==> config.mk <==
export PLATFORM = sky130hd
export DESIGN_NAME = mask_filter
export DESIGN_NICKNAME = d
export VERILOG_FILES = /design/src/rtl/mask_filter.sv
export SDC_FILE = /design/constraint.sdc
export NUM_CORES = 1
export LEC_CHECK = 0
export ABC_AREA = 1
export BUFFER_PORTS_ARGS = -buffer_cell sky130_fd_sc_hd__buf_2
export CORE_MARGIN = 8
export CORE_UTILIZATION = 54
export CTS_CLUSTER_DIAMETER = 200
export DETAILED_ROUTE_END_ITERATION = 12
export GPL_ROUTABILITY_DRIVEN = 0
export PLACE_DENSITY = 0.73
export SLEW_MARGIN = 20
export SYNTH_ARGS = -nofsm -noshare
export SYNTH_HDL_FRONTEND = slang
export SYNTH_SLANG_ARGS = --single-unit
==> constraint.sdc <==
create_clock -name clk -period 10.1 [get_ports clk]
set_input_delay 0.505 -clock clk [delete_from_list [all_inputs] [get_ports clk]]
set_output_delay 0.505 -clock clk [all_outputs]
set_load 0.05 [all_outputs]
==> src/rtl/mask_filter.sv <==
// ---------------------------------------------------------------------------
// mask_filter
//   Streaming 3x3 mask filter over a raster-order pixel stream. Two image
//   lines plus three pixels are held in a shift register. The 3x3
//   neighbourhood of the output position is read from that register. The
//   filter (max / min / Gaussian / bypass) is chosen once per frame. Border
//   positions always pass the centre pixel through unchanged. After the last
//   pixel of a frame, the block drains the final IMG_W+1 outputs while
//   holding busy high.
//
// Parameters
//   DATA_W  pixel width in bits
//   IMG_W   image width in pixels  (>= 3)
//   IMG_H   image height in pixels (>= 3)
//
// Ports
//   clk        clock, all state on the rising edge
//   rst        asynchronous reset, active low
//   data_in    input pixel, raster order
//   in_valid   data_in valid this cycle (ignored while busy)
//   mode       filter select: 0 max, 1 min, 2 Gaussian, 3 bypass
//   data_out   filtered pixel (registered, holds between outputs)
//   out_valid  data_out valid this cycle (registered)
//   busy       block refuses input this cycle (registered, high in FLUSH)
// ---------------------------------------------------------------------------
module mask_filter #(
  parameter int DATA_W = 8,
  parameter int IMG_W  = 16,
  parameter int IMG_H  = 16
) (
  input  logic              clk,
  input  logic              rst,
  input  logic [DATA_W-1:0] data_in,
  input  logic              in_valid,
  input  logic [1:0]        mode,
  output logic [DATA_W-1:0] data_out,
  output logic              out_valid,
  output logic              busy
);

  localparam int NPIX = IMG_W * IMG_H;
  // The 2*IMG_W+3-entry window is the incoming pixel plus 2*IMG_W+2 stored
  // pixels. Entry 0 of the window is the pixel being shifted in this cycle.
  localparam int SR_N = 2 * IMG_W + 2;
  localparam int PW   = $clog2(NPIX);
  localparam int RW   = $clog2(IMG_H);
  localparam int CW   = $clog2(IMG_W);
  localparam int FW   = $clog2(IMG_W + 1);
  localparam int GW   = DATA_W + 4;

  localparam logic [1:0] M_MAX   = 2'd0;
  localparam logic [1:0] M_MIN   = 2'd1;
  localparam logic [1:0] M_GAUSS = 2'd2;

  typedef enum logic [1:0] {
    S_FILL  = 2'd0,
    S_RUN   = 2'd1,
    S_FLUSH = 2'd2
  } state_t;

  state_t            r_state;
  logic [PW-1:0]     r_in_cnt;   // pixels accepted in this frame
  logic [RW-1:0]     r_orow;     // row of the next output position
  logic [CW-1:0]     r_ocol;     // column of the next output position
  logic [FW-1:0]     r_fcnt;     // flush outputs emitted so far
  logic [1:0]        r_mode;     // filter latched at pixel 0
  logic [DATA_W-1:0] r_sr [SR_N];

  logic              w_acc;
  logic              w_flush;
  logic              w_shift;
  logic              w_emit;
  logic              w_border;
  logic [DATA_W-1:0] w_nxt [SR_N+1];
  logic [DATA_W-1:0] w_win [9];
  logic [DATA_W-1:0] w_max;
  logic [DATA_W-1:0] w_min;
  logic [GW-1:0]     w_gsum;
  logic [DATA_W-1:0] w_gauss;
  logic [DATA_W-1:0] w_res;

  // busy is high exactly while in FLUSH. Gating with it keeps X on
  // in_valid from leaking into state during the drain.
  assign w_acc   = in_valid && !busy;
  assign w_flush = (r_state == S_FLUSH);
  assign w_shift = w_acc || w_flush;
  assign w_emit  = ((r_state == S_RUN) && w_acc) || w_flush;

  // Post-shift view of the register. Filtering this view lets the result
  // be registered on the same edge that shifts the pixel in.
  always_comb begin
    w_nxt[0] = w_flush ? '0 : data_in;
    for (int j = 1; j <= SR_N; j++) w_nxt[j] = r_sr[j-1];
  end

  // After the shift, entry IMG_W+1 is the centre. A neighbour at raster
  // offset d from the centre sits at entry IMG_W+1-d.
  always_comb begin
    for (int rr = 0; rr < 3; rr++)
      for (int cc = 0; cc < 3; cc++)
        w_win[rr*3+cc] = w_nxt[(2-rr)*IMG_W + (2-cc)];
  end

  always_comb begin
    w_max = w_win[0];
    w_min = w_win[0];
    for (int i = 1; i < 9; i++) begin
      if (w_win[i] > w_max) w_max = w_win[i];
      if (w_win[i] < w_min) w_min = w_win[i];
    end
  end

  // Gaussian weights are 1/2/4, so each tap is a shift. Shift by 1 for the
  // middle row, 1 for the middle column, and 2 for the centre.
  always_comb begin
    w_gsum = '0;
    for (int rr = 0; rr < 3; rr++)
      for (int cc = 0; cc < 3; cc++)
        w_gsum = w_gsum + (GW'(w_win[rr*3+cc]) << ((rr == 1 ? 1 : 0) + (cc == 1 ? 1 : 0)));
  end

  // The sum is at most 16*(2^DATA_W-1). Adding 8 still fits in GW bits,
  // and the rounded quotient fits in DATA_W.
  assign w_gauss = DATA_W'((w_gsum + GW'(8)) >> 4);

  assign w_border = (r_orow == '0) || (r_orow == RW'(IMG_H-1)) ||
                    (r_ocol == '0) || (r_ocol == CW'(IMG_W-1));

  always_comb begin
    w_res = w_win[4];
    if (!w_border) begin
      case (r_mode)
        M_MAX:   w_res = w_max;
        M_MIN:   w_res = w_min;
        M_GAUSS: w_res = w_gauss;
        default: w_res = w_win[4];
      endcase
    end
  end

  // Line buffers / window. Zeros enter during flush. They only ever reach
  // border outputs, which use the centre pixel alone.
  always_ff @(posedge clk or negedge rst) begin
    if (!rst) begin
      for (int j = 0; j < SR_N; j++) r_sr[j] <= '0;
    end else if (w_shift) begin
      for (int j = 0; j < SR_N; j++) r_sr[j] <= w_nxt[j];
    end
  end

  // Control FSM with registered outputs
  always_ff @(posedge clk or negedge rst) begin
    if (!rst) begin
      r_state   <= S_FILL;
      r_in_cnt  <= '0;
      r_orow    <= '0;
      r_ocol    <= '0;
      r_fcnt    <= '0;
      r_mode    <= '0;
      data_out  <= '0;
      out_valid <= 1'b0;
      busy      <= 1'b0;
    end else begin
      out_valid <= 1'b0;

      if (w_emit) begin
        data_out  <= w_res;
        out_valid <= 1'b1;
        if (r_ocol == CW'(IMG_W-1)) begin
          r_ocol <= '0;
          r_orow <= r_orow + RW'(1);
        end else begin
          r_ocol <= r_ocol + CW'(1);
        end
      end

      case (r_state)
        S_FILL: begin
          if (w_acc) begin
            if (r_in_cnt == '0) r_mode <= mode;
            r_in_cnt <= r_in_cnt + PW'(1);
            if (r_in_cnt == PW'(IMG_W)) r_state <= S_RUN;
          end
        end
        S_RUN: begin
          if (w_acc) begin
            if (r_in_cnt == PW'(NPIX-1)) begin
              r_state  <= S_FLUSH;
              r_in_cnt <= '0;
              r_fcnt   <= '0;
              busy     <= 1'b1;
            end else begin
              r_in_cnt <= r_in_cnt + PW'(1);
            end
          end
        end
        S_FLUSH: begin
          if (r_fcnt == FW'(IMG_W)) begin
            // This edge emits the last output of the frame. Its row/col
            // advance is overridden here, so the next frame starts at 0,0.
            r_state <= S_FILL;
            r_orow  <= '0;
            r_ocol  <= '0;
            busy    <= 1'b0;
          end else begin
            r_fcnt <= r_fcnt + FW'(1);
          end
        end
        default: r_state <= S_FILL;
      endcase
    end
  end

endmodule

==> flow_metrics.env, run 1 <==
export IMPL_outcome="finished with violations"
export IMPL_violations="hold timing, setup timing"
export IMPL_hold_viol_final=11
export IMPL_worst_pin_slew_ns=1.02
export IMPL_synth_edff_count=0
export IMPL_grt_overflow_total=0
export IMPL_rows=66
export IMPL_viasPerCell=5.73
export IMPL_root_buffer="clkbuf_16"
export IMPL_n_fill_cell=2325
export IMPL_final_util_pct=70.0
export IMPL_hpwl_um=30800
export IMPL_relSlewSlack_pct=32.0
export IMPL_arrival_ns=11.74
export IMPL_postRouteAntennaNets=0
export IMPL_r2r_end="data_out[2]"
export IMPL_max_freq_mhz=88.3
export IMPL_port_buffers=22
export IMPL_antenna_cells=0
export IMPL_wl_per_cell_um=18.2
export IMPL_cp_start_kind="flip-flop"
export IMPL_vias=16800
export IMPL_slew_viol_final=0
export IMPL_critical_path_slowest_cell="a211oi_2"
export IMPL_skew_ns=0.0222
export IMPL_cts_made_buffers=35
export IMPL_cts_path_max_buffers=3
export IMPL_crit_type="reg -> reg"
export IMPL_ys_types=40
export IMPL_cp_max_fo=8
export IMPL_critPathMaxStageDelay_ns=0.48
export IMPL_io_pins=23
export IMPL_period_minus_slack_ns=11.32
export IMPL_yosysWarningCount=0
export IMPL_clkSlewWorstSetupHoldPaths_ns=0.06
export IMPL_final_cell_count_no_fill=2932
export IMPL_r2r_start="r_sr[13]"
export IMPL_whs_ns=-0.0254
export IMPL_grt_util_all_layers_pct=23.1
export IMPL_syn_inst=2245
export IMPL_required_ns=10.52
export IMPL_multi_input_area_mm2=0.0108
export IMPL_core_area_mm2=0.0325
export IMPL_hp_class="in -> async"
export IMPL_setup_tns_ns=-9.30
export IMPL_die_h_um=197
export IMPL_clock_latency_ns=0.54
export IMPL_cp_end_kind="flip-flop"
export IMPL_htreeDepth=2
export IMPL_syn_num_nets=2440
export IMPL_die_area_mm2=0.0390
export IMPL_drt_first_iter_violations=1821
export IMPL_layout_drive_gt1_share_pct=23.6
export IMPL_worst_slack_ns=-1.22
export IMPL_synth_async_sr_flop_share_pct=100
export IMPL_antenna_found_initial=0
export IMPL_ys_flop_type="dfrtp_1"
export IMPL_area_growth_pct=27.9
export IMPL_setup_violations=8
export IMPL_grt_pass1_vias=15200
export IMPL_regArea_mm2=0.00768
export IMPL_start_util_pct=54.7
export IMPL_dp_cells=2791
export IMPL_grt_max_degree=112
export IMPL_die_w_um=197
export IMPL_drc=0
export IMPL_ys_seq_area_share_pct=43.2
export IMPL_cts_num_sinks=307
export IMPL_ff2ff_setup_slack_ns=-1.22
export IMPL_rsz0062_at_grt="true"
export IMPL_num_nets_final=2665
export IMPL_crit_top_cell="nand2_1"
export IMPL_ff2ff_path_depth=74
export IMPL_avgSynthCellArea_um2=7.91
export IMPL_finalCritPeriodShare_pct=112
export IMPL_ys_ff_latch=307
export IMPL_tritoncts="built"
export IMPL_grt_pass1_wl_um=74000
export IMPL_maxCapViolCount=0
export IMPL_firstDrtPassIters=6
export IMPL_syn_area_mm2=0.0178
export IMPL_totalWireLength_um=53200
## worst max-delay path by stage
| stage | start | slack, ns | end |
|---|---|---|---|
| after global placement | r_sr[7] | -0.62 | data_out[0] |
| final | r_sr[13] | -1.22 | data_out[2] |
| after detailed placement | r_sr[7] | -0.87 | data_out[1] |
| after floorplan | r_sr[7] | 0.05 | data_out[4] |
| after CTS | r_sr[1] | 0.003 | data_out[5] |
| after global routing | r_sr[4] | -1.60 | data_out[2] |
## logic make-up (layout without fill, tap and decap cells)
family	Yosys count	count (layout)	share of synthesized area (%)
xor gates and xnor gates	3	3	0.148
muxes	2	2	0.127
DFF	307	307	43.2
and+or+nand+nor	1225	1239	27.8
adders and majority gates	182	182	15.1
buffers and inverters	243	474	5.14
AOI/OAI and AO/OA	283	283	8.46
## flip-flops by register name (all words and copies together) (netlist names)
register / flops
r_sr: 272
r_ocol: 4
out_valid: 1
r_mode: 2
r_orow: 4
r_state: 2
data_out: 8
r_in_cnt: 8
r_fcnt: 5
busy: 1
## final cells by class
cell class	count	share of cell area, %
inverters	167	2.80
clock inverters	11	0.584
flip-flops and latches	307	33.8
clock buffers	46	4.30
well taps	442	2.43
multi-input cells	1709	47.5
repair buffers	250	8.60
## critical path: cells and delay by family (launching register included)
kind | cells | cell delay, ns
flip-flops | 1 | 0.41
AND/OR/NAND/NOR | 37 | 4.29
adder cells (fa/ha/maj) | 8 | 1.97
AO/OA/AOI/OAI | 18 | 3.15
buffers and inverters | 11 | 1.29
## synth_stat cells (all sizes together), types with 7 or more instances
library cell | count | area (um^2)
nand4 | 9 | 71.3
clkbuf | 75 | 282
o21ai | 188 | 948
nand3 | 90 | 480
fa | 53 | 1060
ha | 129 | 1610
inv | 165 | 619
nor3 | 14 | 70.1
a21oi | 65 | 325
a211oi | 12 | 90.1
nand2 | 1020 | 3930
and2 | 7 | 43.8
nor2 | 78 | 305
dfrtp | 307 | 7680
## timing repair
action,4_1_cts,5_1_grt
pin swaps,22,149
gates cloned,12,3
setup buffers,19,51
setup endpoints to repair,8,8
resized for setup,60,336
hold buffers,0,0
## routing by layer
| metal | wire length [um] | global-route usage [%] | up-vias |
|---|---|---|---|
| li1 | - | - | 7613 |
| met1 | 20500 | 31.1 | 8004 |
| met2 | 25000 | 38.0 | 890 |
| met5 | 0 | 0 | - |
| met4 | 3160 | 7.41 | 0 |
| met3 | 4640 | 3.36 | 301 |
## through the flow
stage	worst slack, ns	hold WS, ns	instance area [um^2]
2_1_floorplan	0.0514	0.209	17800
3_3_place_gp	-0.616	0.453	19400
3_5_place_dp	-0.868	0.458	19400
4_1_cts	0.00324	0.0448	20900
5_1_grt	-1.60	0.0536	22700
6_report	-1.22	-0.0254	22700
## cell usage in the layout, fill, tap and decap left out, drive strengths merged
master,Yosys,final
o311ai,1,1
fa,53,53
o41ai,3,3
o21bai,5,5
buf,1,249
nand3b,3,3
a21oi,65,65
o31ai,2,2
mux2,2,2
nor3,14,14
ha,129,129
o21ai,188,188
nor3b,1,1
nor4,1,1
a211oi,12,12
inv,165,166
clkinvlp,0,2
nor2,78,78
bufinv,0,1
a21o,2,2
nand2,1020,1033
nand4,9,10
dfrtp,307,307
o21a,1,1
o22ai,1,1
and3,2,2
clkbuf,75,46
and2,7,7
clkinv,2,9
nand3,90,90
o211ai,3,3
bufbuf,0,1
xor2,3,3
Power of run 1 is not shown: default switching activity piles up to over one toggle a cycle in this logic, so the estimate is an artifact.
==> run 2: changes to the inputs <==
--- a/config.mk
+++ b/config.mk
@@ -12,7 +12,7 @@
 export CTS_CLUSTER_DIAMETER = 200
 export DETAILED_ROUTE_END_ITERATION = 12
 export GPL_ROUTABILITY_DRIVEN = 0
-export PLACE_DENSITY = 0.73
+export PLACE_DENSITY = 0.7
 export SLEW_MARGIN = 20
 export SYNTH_ARGS = -nofsm -noshare
 export SYNTH_HDL_FRONTEND = slang
==> constraint.sdc (replaced) <==
create_clock -name clk -period 14.28 [get_ports clk]
set_input_delay 0.714 -clock clk [delete_from_list [all_inputs] [get_ports clk]]
set_output_delay 0.714 -clock clk [all_outputs]
set_load 0.05 [all_outputs]
==> flow_metrics.env, run 2 (synthesized netlist as in run 1, its figures left out) <==
export IMPL_cp_start_kind="flip-flop"
export IMPL_hp_class="in -> async"
export IMPL_critical_path_slowest_cell="a211oi_2"
export IMPL_dp_cells=2639
export IMPL_clkSlewWorstSetupHoldPaths_ns=0.06
export IMPL_cts_made_buffers=36
export IMPL_postRouteAntennaNets=0
export IMPL_largest_register="r_sr"
export IMPL_crit_type="reg -> reg"
export IMPL_period_minus_slack_ns=12.05
export IMPL_cp_max_fo=16
export IMPL_crit_family="compound AO/OA/AOI/OAI gates"
export IMPL_finalCritPeriodShare_pct=84.4
export IMPL_totalWireLength_um=40700
export IMPL_die_w_um=197
export IMPL_mostFrequentLayoutCells="nand2_1, dfrtp_1, o21ai_0"
export IMPL_outcome="completed"
export IMPL_antenna_found_initial=0
export IMPL_wl_per_cell_um=15.1
export IMPL_drc=0
export IMPL_n_fill_cell=2866
export IMPL_grt_util_all_layers_pct=21.1
export IMPL_skew_ns=0.0267
export IMPL_die_h_um=197
export IMPL_r2r_start="r_sr[15]"
export IMPL_firstDrtPassIters=6
export IMPL_start_util_pct=54.7
export IMPL_required_ns=14.73
export IMPL_grt_pass1_wl_um=68100
export IMPL_tritoncts="built"
export IMPL_cts_path_max_buffers=3
export IMPL_clock_latency_ns=0.53
export IMPL_hold_viol_final=0
export IMPL_crit_start="r_sr[15]"
export IMPL_rsz0062_at_grt="false"
export IMPL_num_nets_final=2431
export IMPL_ctsHoldBuffers=0
export IMPL_layout_drive_gt1_share_pct=5.58
export IMPL_maxCapViolCount=0
export IMPL_htreeDepth=2
export IMPL_top_regs="r_sr x272, data_out x8, r_in_cnt x8"
export IMPL_max_freq_mhz=83.0
export IMPL_path_buf_inv=0
export IMPL_rows=66
export IMPL_core_area_mm2=0.0325
export IMPL_arrival_ns=12.50
export IMPL_slew_viol_final=0
export IMPL_final_common_cell="nand2_1"
export IMPL_final_cell_count_no_fill=2702
export IMPL_die_area_mm2=0.0390
export IMPL_r2r_end="data_out[0]"
export IMPL_vias=14400
export IMPL_io_pins=23
export IMPL_port_buffers=22
export IMPL_grt_overflow_total=0
export IMPL_setup_tns_ns=0
export IMPL_cp_end_kind="flip-flop"
export IMPL_cts_repair_resized=0
export IMPL_crit_top_cell="nand2_1"
export IMPL_antenna_cells=0
export IMPL_drt_first_iter_violations=1373
export IMPL_ff2ff_setup_slack_ns=2.23
export IMPL_grt_max_degree=178
export IMPL_post_cts_buffers=0
export IMPL_root_buffer="clkbuf_16"
export IMPL_cts_num_sinks=307
export IMPL_critPathMaxStageDelay_ns=0.53
export IMPL_worst_pin_slew_ns=1.03
export IMPL_ff2ff_path_depth=51
export IMPL_viasPerCell=5.35
export IMPL_largest_reg_flops=272
export IMPL_relSlewSlack_pct=31.1
export IMPL_hpwl_um=28300
export IMPL_area_growth_pct=9.12
export IMPL_setup_violations=0
export IMPL_grt_pass1_vias=13600
==> run 2: layout make-up <==
type / instances / area (um^2) / share of cell area, %
repair buffers: 29 / 205 / 1.06
multi-input cells: 1695 / 9180 / 47.4
clock inverters: 8 / 90.1 / 0.465
well taps: 442 / 553 / 2.85
inverters: 167 / 632 / 3.26
clock buffers: 54 / 1040 / 5.37
flip-flops and latches: 307 / 7680 / 39.6
==> run 2: stage by stage <==
stage | hold slack, ns | utilization (%) | worst slack (ns) | instance area [um^2]
2_1_floorplan | 0.418 | - | 3.67 | 17800
3_3_place_gp | 0.453 | 56.2 | 2.52 | 18200
3_5_place_dp | 0.458 | 56.2 | 2.22 | 18200
4_1_cts | 0.362 | 59.6 | 2.08 | 19400
5_1_grt | 0.161 | 59.7 | 1.01 | 19400
6_report | 0.126 | 59.7 | 2.23 | 19400
==> run 2: per-layer routing <==
layer  global-route usage [%]  wire (um)
met1                     30.0      18900
met2                     32.4      18100
met3                     3.48       2500
met4                     7.66       1270
met5                        0          0
==> run 2: how the worst max path moves through the flow <==
stage,end,cells after the start,slack (ns)
floorplan,data_out[6],72,3.67
global placement,data_out[0],52,2.52
detailed placement,data_out[0],52,2.22
CTS,data_out[0],52,2.08
global route,data_out[0],55,1.01
finish,data_out[0],51,2.23
Power of run 2 is left out for the same reason.
==> run 3: changes to the inputs <==
--- a/config.mk
+++ b/config.mk
@@ -12,7 +12,7 @@
 export CTS_CLUSTER_DIAMETER = 200
 export DETAILED_ROUTE_END_ITERATION = 12
 export GPL_ROUTABILITY_DRIVEN = 0
-export PLACE_DENSITY = 0.7
+export PLACE_DENSITY = 0.73
 export SLEW_MARGIN = 20
 export SYNTH_ARGS = -nofsm -noshare
 export SYNTH_HDL_FRONTEND = slang
==> constraint.sdc (replaced) <==
create_clock -name clk -period 10.8 [get_ports clk]
set_input_delay 0.54 -clock clk [delete_from_list [all_inputs] [get_ports clk]]
set_output_delay 0.54 -clock clk [all_outputs]
set_load 0.05 [all_outputs]
==> flow_metrics.env, run 3 (synthesized netlist as in run 1, its figures left out) <==
export IMPL_critical_path_slowest_cell="dfrtp_1"
export IMPL_crit_top_cell="nand2_1"
export IMPL_relSlewSlack_pct=30.1
export IMPL_crit_type="reg -> reg"
export IMPL_drt_first_iter_violations=1457
export IMPL_io_pins=23
export IMPL_postRouteAntennaNets=0
export IMPL_setup_violations=0
export IMPL_cts_num_sinks=307
export IMPL_cp_start_kind="flip-flop"
export IMPL_antenna_found_initial=0
export IMPL_grt_max_degree=164
export IMPL_hold_viol_final=0
export IMPL_grt_overflow_total=0
export IMPL_cts_path_max_buffers=3
export IMPL_grt_util_all_layers_pct=21.4
export IMPL_arrival_ns=11.08
export IMPL_path_buf_inv=4
export IMPL_drc=0
export IMPL_maxCapViolCount=0
export IMPL_hpwl_um=28900
export IMPL_layout_drive_gt1_share_pct=16.5
export IMPL_totalWireLength_um=44400
export IMPL_largest_register="r_sr"
export IMPL_start_util_pct=54.7
export IMPL_critPathMaxStageDelay_ns=0.44
export IMPL_clkSlewWorstSetupHoldPaths_ns=0.06
export IMPL_die_area_mm2=0.0390
export IMPL_grt_pass1_wl_um=69400
export IMPL_area_growth_pct=19.7
export IMPL_die_h_um=197
export IMPL_largest_reg_flops=272
export IMPL_cts_made_buffers=35
export IMPL_vias=15600
export IMPL_outcome="completed"
export IMPL_cp_max_fo=8
export IMPL_port_buffers=22
export IMPL_cp_end_kind="flip-flop"
export IMPL_htreeDepth=2
export IMPL_crit_family="simple AND/OR/NAND/NOR gates"
export IMPL_mostFrequentLayoutCells="nand2_1, dfrtp_1, inv_1"
export IMPL_tritoncts="built"
export IMPL_max_freq_mhz=93.8
export IMPL_final_common_cell="nand2_1"
export IMPL_slew_viol_final=0
export IMPL_setup_tns_ns=0
export IMPL_worst_pin_slew_ns=1.05
export IMPL_num_nets_final=2565
export IMPL_period_minus_slack_ns=10.67
export IMPL_required_ns=11.21
export IMPL_grt_pass1_vias=14200
export IMPL_rows=66
export IMPL_firstDrtPassIters=7
export IMPL_hp_class="in -> reg"
export IMPL_skew_ns=0.0227
export IMPL_clock_latency_ns=0.54
export IMPL_die_w_um=197
export IMPL_viasPerCell=5.48
export IMPL_finalCritPeriodShare_pct=98.8
export IMPL_core_area_mm2=0.0325
export IMPL_root_buffer="clkbuf_16"
export IMPL_wl_per_cell_um=15.6
export IMPL_top_regs="r_sr x272, data_out x8, r_in_cnt x8"
[run 3: area by class of cell]
cell class | count | area, um^2
Antenna cell | 1 | 2.50
Tap cell | 442 | 553
Clock inverter | 14 | 249
Inverter | 167 | 634
Timing Repair Buffer | 152 | 1150
Fill cell | 2553 | 11200
Multi-Input combinational cell | 1707 | 9970
Clock buffer | 49 | 1030
Sequential cell | 307 | 7680
[run 3: through the flow]
stage | instances | setup WS [ns] | hold WS (ns) | cell area, um^2 | utilization (%)
5_1_grt | 2838 | -0.518 | 0.277 | 21300 | 65.5
3_3_place_gp | 2715 | 0.226 | 0.453 | 18800 | 57.9
2_1_floorplan | 2245 | 0.192 | 0.244 | 17800 | -
4_1_cts | 2779 | 0.0111 | 0.221 | 20100 | 61.9
3_5_place_dp | 2715 | -0.325 | 0.458 | 18800 | 57.9
6_report | 2839 | 0.133 | 0.285 | 21300 | 65.5
[run 3: worst paths after layout]
kind / startpoint / to / slack (ns) / cells after the start
worst max-delay path: r_sr[12] / data_out[1] / 0.13 / 71
worst min-delay path: mode[0] / r_mode[0] / 0.29 / 2
worst max register to register: r_sr[12] / data_out[1] / 0.13 / 71
worst min register to register: r_sr[39] / r_sr[31] / 0.46 / 2
max in group asynchronous: rst / r_sr[14] / 8.55 / 4
min in group asynchronous: rst / r_sr[207] / 0.54 / 2
[run 3: worst reg2reg max path, delay by kind of cell, from the launching register on]
kind	cells	cell delay, ns
buffers and inverters	4	0.47
flip-flops	1	0.44
AND/OR/NAND/NOR	48	5.79
adder cells (fa/ha/maj)	8	2.41
AO/OA/AOI/OAI	11	1.44
[run 3: what timing repair did]
action / CTS / global route
hold buffers: 0 / 1
endpoints found under the hold margin: 0 / 19
endpoints found under the setup margin: 8 / 8
pin swaps: 1 / 64
setup buffers: 1 / 45
resized for setup: 12 / 204
gates cloned: 0 / 12
[run 3: routing by layer]
metal  part of all wire, %  global-route usage [%]
met4                   3.5                    6.97
met2                    47                    35.0
met5                     0                       0
met1                    43                    29.0
met3                   6.7                    3.32
Power of run 3 is left out for the same reason.
